===== src/rtl/spi_dc_master_if.sv =====
// Byte-stream handshake and SPI/D-C pin bundle for spi_dc_master.
// The master modport is the SPI master's view; slave is the byte source and pin observer.
interface spi_dc_master_if;
  logic [7:0] tx_data_in;
  logic       tx_dc_in;
  logic       tx_last_in;
  logic       tx_valid_in;
  logic       tx_ready_out;
  logic       busy_out;
  logic       spi_sclk_out;
  logic       spi_mosi_out;
  logic       spi_cs_n_out;
  logic       dc_out;

  modport master (
    input  tx_data_in, tx_dc_in, tx_last_in, tx_valid_in,
    output tx_ready_out, busy_out, spi_sclk_out, spi_mosi_out, spi_cs_n_out, dc_out
  );

  modport slave (
    output tx_data_in, tx_dc_in, tx_last_in, tx_valid_in,
    input  tx_ready_out, busy_out, spi_sclk_out, spi_mosi_out, spi_cs_n_out, dc_out
  );
endinterface


===== src/rtl/spi_dc_master.sv =====
// SPI mode-0 master with D/C sideband: MSB-first bytes, CS held across same-dc bytes,
// CS released on last byte or dc change. All SPI pins come straight from flops.
module spi_dc_master #(
  parameter int unsigned CLK_DIV = 2,
  parameter int unsigned CS_GAP  = 2
) (
  input logic             clk_in,
  input logic             rst_in,
  spi_dc_master_if.master bus
);

  localparam logic [7:0] HalfLoad = 8'(CLK_DIV - 1);
  localparam logic [7:0] GapLoad  = 8'(CS_GAP - 1);

  typedef enum logic [2:0] {StIdle, StShift, StWait, StHold, StGap} state_e;

  state_e     state_q;
  logic       sclk_q;
  logic       mosi_q;
  logic       cs_n_q;
  logic       dc_q;
  logic [7:0] shreg_q;
  logic       last_q;
  logic       pend_q;
  logic       pend_dc_q;
  logic [7:0] half_cnt_q;
  logic [2:0] bit_cnt_q;
  logic [7:0] gap_cnt_q;

  logic ready_state;
  logic accept;

  assign ready_state = (state_q == StIdle) || (state_q == StWait);
  assign accept      = ready_state && bus.tx_valid_in;

  always_ff @(posedge clk_in or posedge rst_in) begin
    if (rst_in) begin
      state_q    <= StIdle;
      sclk_q     <= 1'b0;
      mosi_q     <= 1'b0;
      cs_n_q     <= 1'b1;
      dc_q       <= 1'b0;
      shreg_q    <= 8'd0;
      last_q     <= 1'b0;
      pend_q     <= 1'b0;
      pend_dc_q  <= 1'b0;
      half_cnt_q <= 8'd0;
      bit_cnt_q  <= 3'd0;
      gap_cnt_q  <= 8'd0;
    end else begin
      unique case (state_q)
        StIdle, StWait: begin
          if (accept) begin
            last_q <= bus.tx_last_in;
            if ((state_q == StWait) && (bus.tx_dc_in != dc_q)) begin
              // dc may only move while CS is high: park the byte and close the frame first.
              shreg_q    <= bus.tx_data_in;
              pend_q     <= 1'b1;
              pend_dc_q  <= bus.tx_dc_in;
              half_cnt_q <= HalfLoad;
              state_q    <= StHold;
            end else begin
              shreg_q    <= {bus.tx_data_in[6:0], 1'b0};
              mosi_q     <= bus.tx_data_in[7];
              dc_q       <= bus.tx_dc_in;
              cs_n_q     <= 1'b0;
              sclk_q     <= 1'b0;
              half_cnt_q <= HalfLoad;
              bit_cnt_q  <= 3'd7;
              state_q    <= StShift;
            end
          end
        end

        StShift: begin
          if (half_cnt_q != 8'd0) begin
            half_cnt_q <= half_cnt_q - 8'd1;
          end else begin
            half_cnt_q <= HalfLoad;
            if (!sclk_q) begin
              sclk_q <= 1'b1;
            end else begin
              sclk_q <= 1'b0;
              if (bit_cnt_q != 3'd0) begin
                bit_cnt_q <= bit_cnt_q - 3'd1;
                mosi_q    <= shreg_q[7];
                shreg_q   <= {shreg_q[6:0], 1'b0};
              end else begin
                state_q <= last_q ? StHold : StWait;
              end
            end
          end
        end

        StHold: begin
          if (half_cnt_q != 8'd0) begin
            half_cnt_q <= half_cnt_q - 8'd1;
          end else begin
            cs_n_q    <= 1'b1;
            gap_cnt_q <= GapLoad;
            if (pend_q) begin
              dc_q <= pend_dc_q;
            end
            state_q <= StGap;
          end
        end

        StGap: begin
          if (gap_cnt_q != 8'd0) begin
            gap_cnt_q <= gap_cnt_q - 8'd1;
          end else if (pend_q) begin
            pend_q     <= 1'b0;
            cs_n_q     <= 1'b0;
            sclk_q     <= 1'b0;
            mosi_q     <= shreg_q[7];
            shreg_q    <= {shreg_q[6:0], 1'b0};
            half_cnt_q <= HalfLoad;
            bit_cnt_q  <= 3'd7;
            state_q    <= StShift;
          end else begin
            state_q <= StIdle;
          end
        end

        default: state_q <= StIdle;
      endcase
    end
  end

  assign bus.tx_ready_out = ready_state && !rst_in;
  assign bus.busy_out     = (state_q != StIdle);
  assign bus.spi_sclk_out = sclk_q;
  assign bus.spi_mosi_out = mosi_q;
  assign bus.spi_cs_n_out = cs_n_q;
  assign bus.dc_out       = dc_q;

endmodule


===== src/flat_wrapper.sv =====
// flat-port wrapper written by rule: the top's interface ports become plain ports
module spi_dc_master_flat 
#(
  parameter int unsigned CLK_DIV = 2,
  parameter int unsigned CS_GAP  = 2
)
  (clk_in, rst_in, bus_tx_data_in, bus_tx_dc_in, bus_tx_last_in, bus_tx_valid_in, bus_tx_ready_out, bus_busy_out, bus_spi_sclk_out, bus_spi_mosi_out, bus_spi_cs_n_out, bus_dc_out);
  spi_dc_master_if bus_i ();
  input logic clk_in;
  input logic rst_in;
  input wire logic [$bits(bus_i.tx_data_in)-1:0] bus_tx_data_in;
  input wire logic [$bits(bus_i.tx_dc_in)-1:0] bus_tx_dc_in;
  input wire logic [$bits(bus_i.tx_last_in)-1:0] bus_tx_last_in;
  input wire logic [$bits(bus_i.tx_valid_in)-1:0] bus_tx_valid_in;
  output wire logic [$bits(bus_i.tx_ready_out)-1:0] bus_tx_ready_out;
  output wire logic [$bits(bus_i.busy_out)-1:0] bus_busy_out;
  output wire logic [$bits(bus_i.spi_sclk_out)-1:0] bus_spi_sclk_out;
  output wire logic [$bits(bus_i.spi_mosi_out)-1:0] bus_spi_mosi_out;
  output wire logic [$bits(bus_i.spi_cs_n_out)-1:0] bus_spi_cs_n_out;
  output wire logic [$bits(bus_i.dc_out)-1:0] bus_dc_out;
  assign bus_i.tx_data_in = bus_tx_data_in;
  assign bus_i.tx_dc_in = bus_tx_dc_in;
  assign bus_i.tx_last_in = bus_tx_last_in;
  assign bus_i.tx_valid_in = bus_tx_valid_in;
  assign bus_tx_ready_out = bus_i.tx_ready_out;
  assign bus_busy_out = bus_i.busy_out;
  assign bus_spi_sclk_out = bus_i.spi_sclk_out;
  assign bus_spi_mosi_out = bus_i.spi_mosi_out;
  assign bus_spi_cs_n_out = bus_i.spi_cs_n_out;
  assign bus_dc_out = bus_i.dc_out;
  spi_dc_master #(.CLK_DIV(CLK_DIV), .CS_GAP(CS_GAP)) u_core (.clk_in(clk_in), .rst_in(rst_in), .bus(bus_i));
endmodule

===== config.mk =====
export PLATFORM = sky130hd
export DESIGN_NAME = spi_dc_master_flat
export DESIGN_NICKNAME = d
export VERILOG_FILES = /design/src/rtl/spi_dc_master_if.sv /design/src/rtl/spi_dc_master.sv /design/src/flat_wrapper.sv
export SDC_FILE = /design/constraint.sdc
export NUM_CORES = 1
export LEC_CHECK = 0
export CAP_MARGIN = 20
export CORE_MARGIN = 3
export CORE_UTILIZATION = 40
export CTS_BUF_LIST = sky130_fd_sc_hd__clkbuf_8
export CTS_CLUSTER_DIAMETER = 30
export DETAILED_ROUTE_END_ITERATION = 10
export SLEW_MARGIN = 20
export SYNTH_ARGS = -nofsm -noshare
export SYNTH_HDL_FRONTEND = slang
export SYNTH_SLANG_ARGS = --single-unit
export TNS_END_PERCENT = 100

===== constraint.sdc =====
create_clock -name clk_in -period 3.8 [get_ports clk_in]
set_input_delay 0.38 -clock clk_in [delete_from_list [all_inputs] [get_ports clk_in]]
set_output_delay 0.38 -clock clk_in [all_outputs]
set_load 0.05 [all_outputs]

==> results_dict.tcl, run 1 <==
set metrics [dict create \
    synth-edff-count 0 \
    synth_cells 227 \
    cp-end-kind "flip-flop" \
    netlist-cell-type-count 47 \
    cts_htree_levels 2 \
    drt_first_iter_violations 103 \
    wl_per_cell_um 14.3 \
    ys_seq_elements 37 \
    met2_wirelength_mm 2.10 \
    timing.hold.worst.class "in -> async" \
    maxUsedRoutingLayer "met4" \
    finalSetupViolCount 0 \
    max_cap_viol_count 0 \
    final.min_clock_period_ps 2380 \
    design.core.area_um2 5200 \
    layout.cells.most_common "dfrtp_1" \
    nets_in_the_synthesized_netlist 246 \
    wirelength_met1_mm 2.21 \
    grt_first_pass_wirelength_mm 7.83 \
    layout_common_cells "dfrtp_1 (36), nor2_1 (20), clkdlybuf4s50_1 (18), a21oi_1 (15)" \
    antenna_violations_before_repair 0 \
    timing.max_slew.rel_slack_pct 58.9 \
    stdcell_area_um2 2550 \
    ctsResizeCount 0 \
    ys_async_sr_fraction_pct 100 \
    max_stage_delay_ps 450 \
    syn_avg_cell_area_um2 9.68 \
    cts_root_buffer "clkbuf_8" \
    status "finished, final reports clean" \
    dominantRegCellSynth "dfrtp_1" \
    clock_sinks 37 \
    grt_use_total_pct 15.6 \
    layout-drive-gt1-share_pct 11.7 \
    warnings_synthesis 0 \
    netlist_area_um2 2200 \
    clock_insertion_delay_worst_skew_ps 290 \
    start_util_pct 42.2 \
    ir_worst_vdd_uv 403 \
    cts.path.max_buffers 2 \
    synthToLayoutAreaGrowth_pct 16.1 \
    tritoncts.num_buffers 5 \
    final.fill_count 515 \
    grt_pass1_vias 1679 \
    cts.clk_slew.worst_paths_ps 80 \
    clock-skew-final_ps 12.3 \
    port-buffer-count 18 \
    worstPathRequired_ps 3970 \
    finish.cell_count_without_fillers 317 \
    io-pin-count 19 \
    top_fanout_value_on_the_critical_path 8 \
    dp_hpwl_mm 3.31 \
    p_leak_nw 1.11 \
    finalPower_mw 1.92 \
    postCtsSetupRepairBufs 0 \
    unrepaired_setup_endpoints_after_global_routing "no" \
    drt-total-wl_mm 4.54 \
    num-nets-final 265 \
    die_area_um2 6420 \
    die_width_um 80.1 \
    placedInstanceArea_um2 2440 \
    synth_seq_area_share_pct 42.2 \
    critPathArrivalTime_ps 2550 \
    multiInputGateArea_um2 1200 \
    worstSetupStartpointType "flip-flop" \
    critPathSlowestCell "dfrtp_1" \
    area.sequential_um2 927 \
    detailroute.via_count 1725 \
    worst-setup-path-type "reg -> reg" \
    timing.final.crit_share_pct 62.7 \
    grt_start_max_net_pins 35 \
    final.setup.tns_ps 0 \
    firstDrtPassIters 4 \
    drt_drc_violations_left 0 \
    weighted_congestion_reported_at_the_end_of_routability_driven_placement 0.835 \
    overflow 0 \
    dpl.cell_count 309 \
    num_rows 26 \
    timing_worst_slew_pin_value_ps 616 \
    die_h_um 80.1 \
    slew_violations 0 \
    postCtsHoldBufs 0 \
    insertedDiodeCount 0 \
    final.hold.worst_slack_ps 306 \
    drt-vias-per-instance 5.44 \
    route.antenna.remaining_nets 0 \
    cts_tree "yes" \
    power-per-cell-area_nw_per_um2 752 \
    cp_cell_sequence "nor4_1 -> nand3_1 -> o21ai_2 -> a21boi_4 -> mux2_2" \
    achievable-frequency_mhz 420 \
    route.met3.wl_um 162 \
    timing_hold_violations_final 0 \
]
-- synth_stat cells (2+ instances only) --
master	number	area, µm²
nand3_1	6	30.0
xor2_1	6	52.6
a31oi_1	3	18.8
mux2i_1	9	90.1
mux2_2	10	113
o31ai_1	5	37.5
nor4_4	2	42.5
nor2_1	20	75.1
inv_1	12	45.0
or3_1	6	37.5
a22o_1	2	17.5
o211ai_1	3	22.5
o21ai_0	11	55.1
nand2b_1	7	43.8
a21oi_1	16	80.1
nor2b_1	2	12.5
nand2_1	13	48.8
or4_1	5	37.5
a21o_1	3	22.5
a21oi_2	2	17.5
nor4_1	3	18.8
clkbuf_1	6	22.5
dfrtp_1	36	901
nand4_1	3	18.8
a211oi_1	3	22.5
nor3_1	6	30.0
ha_1	6	75.1
a41oi_1	2	17.5
-- metrics by stage --
stage / setup slack, ps / utilization (%)
after floorplan: 1700 / -
after global placement: 1470 / 46.9
after detailed placement: 1410 / 46.9
after CTS: 1400 / 48.9
after global routing: 1180 / 49.0
final: 1420 / 49.0
-- power breakdown --
| part | switching, mW | internal (mW) | leakage (nW) |
|---|---|---|---|
| clock network | 0.138 | 0.192 | 0.0593 |
| registers | 0.133 | 0.539 | 0.464 |
| logic | 0.525 | 0.393 | 0.592 |
-- final cells by class --
cell class | count | area share (%)
clock buffers | 5 | 2.70
clock inverters | 3 | 1.52
inverters | 12 | 1.77
multi-input cells | 171 | 46.9
flip-flops and latches | 37 | 36.3
well taps | 70 | 3.43
repair buffers | 19 | 7.36
-- critical path: cells and delay by family (launching register included) --
family,cells,cell delay (ps)
flip-flops,1,450
AND/OR/NAND/NOR,2,680
AO/OA/AOI/OAI,2,740
multiplexers,1,380
-- layer usage --
metal | GRT usage, % | vias to the layer above
met5 | 0 | -
met4 | 5.41 | 0
met3 | 3.81 | 6
met2 | 24.1 | 31
met1 | 21.4 | 810
li1 | - | 878
-- sequential cells by signal, indices dropped and copies added (netlist names) --
register,count
u_core.bus.spi_sclk_out,1
u_core.state_q,3
u_core.gap_cnt_q,8
u_core.bus.spi_cs_n_out,1
u_core.bus.dc_out,1
u_core.last_q,1
u_core.pend_dc_q,1
u_core.bit_cnt_q,3
u_core.half_cnt_q,8
u_core.shreg_q,8
u_core.pend_q,1
u_core.bus.spi_mosi_out,1
-- logic make-up (layout without fill, tap and decap cells) --
group,count (synthesis),in the layout,synth area share [%]
AO/OA/AOI/OAI,58,58,17.6
XOR/XNOR,7,7,2.79
adder cells (fa/ha/maj),6,6,3.41
buffers and inverters,19,39,3.59
flip-flops,37,37,42.2
multiplexers,19,19,9.22
AND/OR/NAND/NOR,81,81,21.2
-- path summary, 6_finish.rpt --
check                                                       from                                  end  slack [ps]  depth (start not counted)
worst max-delay path            u_core.half_cnt_q[3]$_DFFE_PP0P_        u_core.shreg_q[5]$_DFFE_PP0P_        1420                          5
worst max register to register  u_core.half_cnt_q[3]$_DFFE_PP0P_        u_core.shreg_q[5]$_DFFE_PP0P_        1420                          5
max in group asynchronous                                 rst_in  u_core.bus.spi_cs_n_out$_DFFE_PP1P_        2820                          3
worst min register to register   u_core.bit_cnt_q[2]$_DFFE_PP0P_      u_core.bit_cnt_q[2]$_DFFE_PP0P_         470                          1
worst min-delay path                                      rst_in        u_core.shreg_q[3]$_DFFE_PP0P_         310                          2
min in group clk_in              u_core.bit_cnt_q[2]$_DFFE_PP0P_      u_core.bit_cnt_q[2]$_DFFE_PP0P_         470                          1
Note: power is estimated with default switching activity, not from simulation.
==> run 2, diff against run 1 <==
clock period = 2.4 ns   (was 3.8 ns; I/O delays follow)
==> run 2 against run 1 <==
Clock power rose by 28%. Global-route usage rose by 1.2 points. Non-clock buffer count grew 10. Critical path type unchanged. Largest cell class unchanged.
==> results_dict.tcl, run 2 (synthesis gave the netlist of run 1 again) <==
set metrics [dict create \
    num-nets-final 275 \
    p_leak_nw 1.16 \
    final.min_clock_period_ps 2220 \
    biggestRegsByFlops "u_core.gap_cnt_q: 8 flops, u_core.half_cnt_q: 8 flops, u_core.shreg_q: 8 flops" \
    grt_first_pass_wirelength_mm 8.48 \
    drt-vias-per-instance 5.53 \
    postCtsSetupRepairBufs 0 \
    clock-skew-final_ps 3.88 \
    route.met3.wl_um 177 \
    timing_worst_slew_pin_value_ps 568 \
    antenna_violations_before_repair 0 \
    port-buffer-count 18 \
    worst-setup-path-type "reg -> reg" \
    grt_use_total_pct 16.8 \
    setup.reg_to_reg.worst_slack_ps 180 \
    design.core.area_um2 5200 \
    route.antenna.remaining_nets 0 \
    drt_first_iter_violations 85 \
    achievable-frequency_mhz 450 \
    maxUsedRoutingLayer "met4" \
    finalSetupViolCount 0 \
    clock_sinks 37 \
    overflow 0 \
    weighted_congestion_reported_at_the_end_of_routability_driven_placement 0.785 \
    tritoncts.num_buffers 5 \
    critPathArrivalTime_ps 2430 \
    layout_common_cells "dfrtp_1 (36), nor2_1 (20), clkdlybuf4s50_1 (18), a21oi_1 (16)" \
    power-per-cell-area_nw_per_um2 1150 \
    die_area_um2 6420 \
    place_ws_ps 199 \
    final_critical_path_setup_slack_ps 178 \
    final.fill_count 538 \
    finish.cell_count_without_fillers 327 \
    top_fanout_value_on_the_critical_path 9 \
    firstDrtPassIters 5 \
    cts.clk_slew.worst_paths_ps 70 \
    cts_root_buffer "clkbuf_8" \
    worstPathRequired_ps 2610 \
    final.setup.tns_ps 0 \
    cts.path.max_buffers 2 \
    finalCoreUtilization_pct 50.0 \
    grt_pass1_vias 1758 \
    wirelength_met1_mm 2.24 \
    detailroute.via_count 1809 \
    clock_insertion_delay_worst_skew_ps 290 \
    synthToLayoutAreaGrowth_pct 18.5 \
    wl_per_cell_um 14.5 \
    cp-end-kind "flip-flop" \
    cts_tree "yes" \
    num_rows 26 \
    grt_start_max_net_pins 38 \
    insertedDiodeCount 0 \
    timing.hold.worst.class "in -> async" \
    critical_path.reg2reg.endpoint "u_core.half_cnt_q[5]$_DFFE_PP0P_" \
    cts_htree_levels 2 \
    timing_hold_violations_final 0 \
    drt-total-wl_mm 4.74 \
    layout.cells.most_common "dfrtp_1" \
    timing.max_slew.rel_slack_pct 61.9 \
    rr_startpoint "u_core.gap_cnt_q[0]$_DFFE_PP0P_" \
    layout-drive-gt1-share_pct 14.8 \
    timing.final.crit_share_pct 92.6 \
    status "finished, final reports clean" \
    area.sequential_um2 927 \
    max_cap_viol_count 0 \
    die_h_um 80.1 \
    unrepaired_setup_endpoints_after_global_routing "no" \
    dpl.cell_count 319 \
    ff2ff_path_depth 7 \
    met2_wirelength_mm 2.25 \
    dp_hpwl_mm 3.41 \
    worstSetupStartpointType "flip-flop" \
    ir_worst_vdd_uv 732 \
    io-pin-count 19 \
    multiInputGateArea_um2 1200 \
    die_width_um 80.1 \
    slew_violations 0 \
    drt_drc_violations_left 0 \
    start_util_pct 42.2 \
]
==> run 2: changes by cell type in the layout (fill, tap and decap cells not counted) <==
cell and delta:
a21oi_2 -2, a21oi_1 +1, bufinv_16 -1, clkinv_2 +1, buf_4 +10, a21oi_4 +1
==> run 2: critical path: stages, from the launching register on <==
cell	delay, ps
dfrtp_1	420
inv_1	100
ha_1	140
nor3b_2	340
a21oi_2	110
or2_1	360
or4_1	530
a21oi_1	150
==> run 2: metrics by stage <==
stage | hold WS, ps | power [mW] | instance area [µm²]
floorplan | 377 | 2.18 | 2200
global placement | 451 | 2.57 | 2510
detailed placement | 460 | 2.60 | 2510
CTS | 401 | 3.03 | 2600
global route | 435 | 3.27 | 2610
finish | 385 | 3.01 | 2610
==> run 2: cell type report <==
cell class	count	area share [%]
clock buffer	5	2.64
clock inverter	3	0.528
inverter	12	1.73
multi-input combinational	171	46.1
sequential	37	35.6
tap	70	3.36
timing repair buffer	29	10.1
==> run 2: worst max-delay path by stage <==
stage                     slack [ps]                            start  cells past startpoint                                to
final                            180  u_core.gap_cnt_q[0]$_DFFE_PP0P_                      7  u_core.half_cnt_q[5]$_DFFE_PP0P_
after global routing               4  u_core.gap_cnt_q[0]$_DFFE_PP0P_                      6     u_core.shreg_q[6]$_DFFE_PP0P_
after CTS                        180    u_core.state_q[0]$_DFFE_PP0P_                      3                      bus_busy_out
after detailed placement         200  u_core.gap_cnt_q[0]$_DFFE_PP0P_                      7  u_core.half_cnt_q[5]$_DFFE_PP0P_
after global placement           260  u_core.gap_cnt_q[0]$_DFFE_PP0P_                      7  u_core.half_cnt_q[5]$_DFFE_PP0P_
after floorplan                  300  u_core.gap_cnt_q[0]$_DFFE_PP0P_                      8  u_core.half_cnt_q[3]$_DFFE_PP0P_
==> run 2: what timing repair did <==
action / CTS / global route
setup endpoints to repair: 0 / 1
resized for setup: 0 / 1
hold buffers: 0 / 0
==> run 2: layer usage <==
layer / vias up / track usage [%]
met5: - / 0
met4: 0 / 5.57
met3: 9 / 3.25
met2: 39 / 27.4
met1: 868 / 22.5
li1: 893 / -
==> run 2: power by group <==
| group | total, mW | internal (mW) | switching [mW] |
|---|---|---|---|
| Clock | 0.423 | 0.197 | 0.226 |
| Combinational | 1.55 | 0.675 | 0.876 |
| Sequential | 1.03 | 0.854 | 0.180 |
==> run 3, diff against run 2 <==
ABC_AREA = 1   (was default)
GPL_TIMING_DRIVEN = 0   (was default)
==> run 3 against run 2 <==
Total power is 6.5% higher. Global-route usage grew 0.42 points. Synthesized cell count up 60%. Combinational power rose by 14%. Worst setup slack improved by 37 ps.
==> results_dict.tcl, run 3 <==
set metrics [dict create \
    status "finished, final reports clean" \
    netlist_area_um2 2510 \
    postCtsSetupRepairBufs 0 \
    ys_seq_elements 37 \
    timing.final.crit_share_pct 91.0 \
    final_critical_path_setup_slack_ps 215 \
    biggestRegsByFlops "u_core.gap_cnt_q: 8 flops, u_core.half_cnt_q: 8 flops, u_core.shreg_q: 8 flops" \
    timing_worst_slew_pin_value_ps 511 \
    finalPower_mw 3.20 \
    num_rows 28 \
    placedInstanceArea_um2 2800 \
    power-per-cell-area_nw_per_um2 1110 \
    pwr-share-clk_pct 13.5 \
    clock_insertion_delay_worst_skew_ps 300 \
    synth_top_cells_by_area "dfrtp_1 (36%), nand2_1 (21%), nand3_1 (7.2%)" \
    ir_worst_vdd_uv 589 \
    top_fanout_value_on_the_critical_path 5 \
    netlist-cell-type-count 32 \
    clock_sinks 37 \
    p_seq_share_pct 31.7 \
    die_h_um 85.2 \
    power.share.combinational_pct 54.8 \
    timing_hold_violations_final 0 \
    final.min_clock_period_ps 2180 \
    num-nets-final 409 \
    ctsResizeCount 0 \
    max_cap_viol_count 0 \
    place_ws_ps 468 \
    finish.cell_count_without_fillers 466 \
    timing.max_slew.rel_slack_pct 65.5 \
    multiInputGateArea_um2 1370 \
    dominantRegCellSynth "dfrtp_1" \
    unrepaired_setup_endpoints_after_global_routing "no" \
    switching_power_mw 1.54 \
    grt_first_pass_wirelength_mm 10.2 \
    grt_start_max_net_pins 26 \
    die_area_um2 7250 \
    cell_internal_pwr_mw 1.66 \
    drt-total-wl_mm 5.60 \
    warnings_synthesis 0 \
    postCtsHoldBufs 0 \
    finalSetupViolCount 0 \
    cts_tree "yes" \
    achievable-frequency_mhz 458 \
    cts_htree_levels 2 \
    post_synth_and_or_nand_nor_area_fraction_pct 40.9 \
    worstPathRequired_ps 2160 \
    cp-end-kind "primary output" \
    drt_drc_violations_left 0 \
    detailroute.via_count 2273 \
    layout.cells.most_common "nand2_1" \
    tritoncts.num_buffers 5 \
    synth_xor_area_share_pct 3.09 \
    port-buffer-count 18 \
    layout-drive-gt1-share_pct 10.7 \
    timing.hold.worst.class "in -> async" \
    final.setup.tns_ps 0 \
    synth-edff-count 0 \
    synthToLayoutAreaGrowth_pct 15.0 \
    die_width_um 85.2 \
    stdcell_area_um2 2880 \
    power_switching_share_pct 48.2 \
    p_leak_nw 1.59 \
    antenna_violations_before_repair 0 \
    area.sequential_um2 927 \
    overflow 0 \
    post_synth_fa_ha_maj_area_fraction_pct 2.99 \
    clock-skew-final_ps 7.46 \
    grt_use_total_pct 17.3 \
    io-pin-count 19 \
    cts.clk_slew.worst_paths_ps 80 \
    post-synth-top-area-fraction_pct 35.9 \
    dp_hpwl_mm 4.15 \
    drt_first_iter_violations 140 \
    drt-vias-per-instance 4.88 \
    firstDrtPassIters 5 \
    wl_per_cell_um 12.0 \
    critPathArrivalTime_ps 1940 \
    synth_top_family_by_area "simple AND/OR/NAND/NOR gates" \
    synth_compound_area_share_pct 7.29 \
    nets_in_the_synthesized_netlist 383 \
    dpl.cell_count 458 \
    syn_avg_cell_area_um2 6.89 \
    leading_cell_types_by_count_after_synthesis "nand2_1 (143), inv_1 (39), dfrtp_1 (36), nand3_1 (36), nor2_1 (28)" \
    weighted_congestion_reported_at_the_end_of_routability_driven_placement 0.833 \
    insertedDiodeCount 0 \
    yosys-mux-area-fraction_pct 0.449 \
    design.core.area_um2 5990 \
    final.fill_count 626 \
    synth_top_area_cell "dfrtp_1" \
    route.antenna.remaining_nets 0 \
    cts.path.max_buffers 2 \
    synth_cells 364 \
    layout_common_cells "nand2_1 (143), inv_1 (39), nand3_1 (36), dfrtp_1 (36), nor2_1 (28)" \
    slew_violations 0 \
    start_util_pct 41.9 \
    cts_root_buffer "clkbuf_8" \
    post-synth-top-count-cell "nand2_1" \
    ys_async_sr_fraction_pct 100 \
    worstSetupStartpointType "flip-flop" \
    synth_seq_area_share_pct 37.0 \
    worst-setup-path-type "reg -> out" \
    grt_pass1_vias 2259 \
]
run 3: cell types whose count changed after synthesis, sizes merged, moves of 6 or more:
cell	previous run	this run
nand2	13	148
nand3	6	39
inv	12	44
nor2	20	38
a21oi	18	3
o21ai	12	24
mux2	10	1
mux2i	9	0
nand2b	7	0
clkbuf	6	0
nor3	6	0
or3	6	0
or4	6	0
run 3: layout make-up:
cell class | instances | share of cell area, %
Multi-Input combinational cell | 278 | 47.6
Timing Repair Buffer | 19 | 6.94
Buffer | 4 | 1.13
Clock inverter | 3 | 0.477
Tap cell | 75 | 3.25
Inverter | 45 | 6.07
Clock buffer | 5 | 2.39
Sequential cell | 37 | 32.1
run 3: worst max-delay path, cell delays in order (launching register included):
cell             delay (ps)
dfrtp_1                 440
nor2_2                  220
inv_2                    90
nor2_1                   90
clkdlybuf4s50_1         810
run 3: metrics by stage:
| stage | hold slack, ps | utilization [%] |
|---|---|---|
| floorplan | 390 | - |
| global placement | 450 | 46.4 |
| detailed placement | 451 | 46.8 |
| CTS | 247 | 48.1 |
| global route | 271 | 48.1 |
| finish | 238 | 48.1 |
run 3: power by group through the flow:
stage          sequential (mW)  combinational (mW)  clock (mW)
2_1_floorplan             1.08                1.29           0
3_3_place_gp              1.02                1.72           0
3_5_place_dp              1.03                1.76           0
4_1_cts                   1.02                1.77       0.450
5_1_grt                   1.05                2.03       0.469
6_report                  1.02                1.76       0.432
run 3: per-layer routing:
| layer | track usage, % | wire [µm] | share of wire, % |
|---|---|---|---|
| met5 | 0 | 0 | 0 |
| met2 | 27.3 | 2520 | 45 |
| met3 | 3.20 | 133 | 2.4 |
| met1 | 23.2 | 2850 | 51 |
| met4 | 7.19 | 93 | 1.7 |
run 3: cell families (layout without fill, tap and decap cells):
| kind of cell | count (synthesis) | after routing |
|---|---|---|
| buffers and inverters | 49 | 76 |
| flip-flops | 37 | 37 |
| XOR/XNOR | 8 | 8 |
| AO/OA/AOI/OAI | 32 | 32 |
| multiplexers | 1 | 1 |
| AND/OR/NAND/NOR | 231 | 231 |
| adder cells (fa/ha/maj) | 6 | 6 |
run 3: worst paths after layout:
kind                                                      from                                  end  slack, ps  cells after the start
max                              u_core.state_q[0]$_DFFE_PP0P_                     bus_tx_ready_out        220                      4
min                                                     rst_in        u_core.shreg_q[7]$_DFFE_PP0P_        240                      2
max reg2reg                   u_core.half_cnt_q[0]$_DFFE_PP0P_        u_core.shreg_q[2]$_DFFE_PP0P_        670                      9
min reg2reg                u_core.bus.spi_cs_n_out$_DFFE_PP1P_  u_core.bus.spi_cs_n_out$_DFFE_PP1P_        460                      2
max in group asynchronous                               rst_in     u_core.half_cnt_q[4]$_DFFE_PP0P_       1720                      3
min in group clk_in        u_core.bus.spi_cs_n_out$_DFFE_PP1P_  u_core.bus.spi_cs_n_out$_DFFE_PP1P_        460                      2
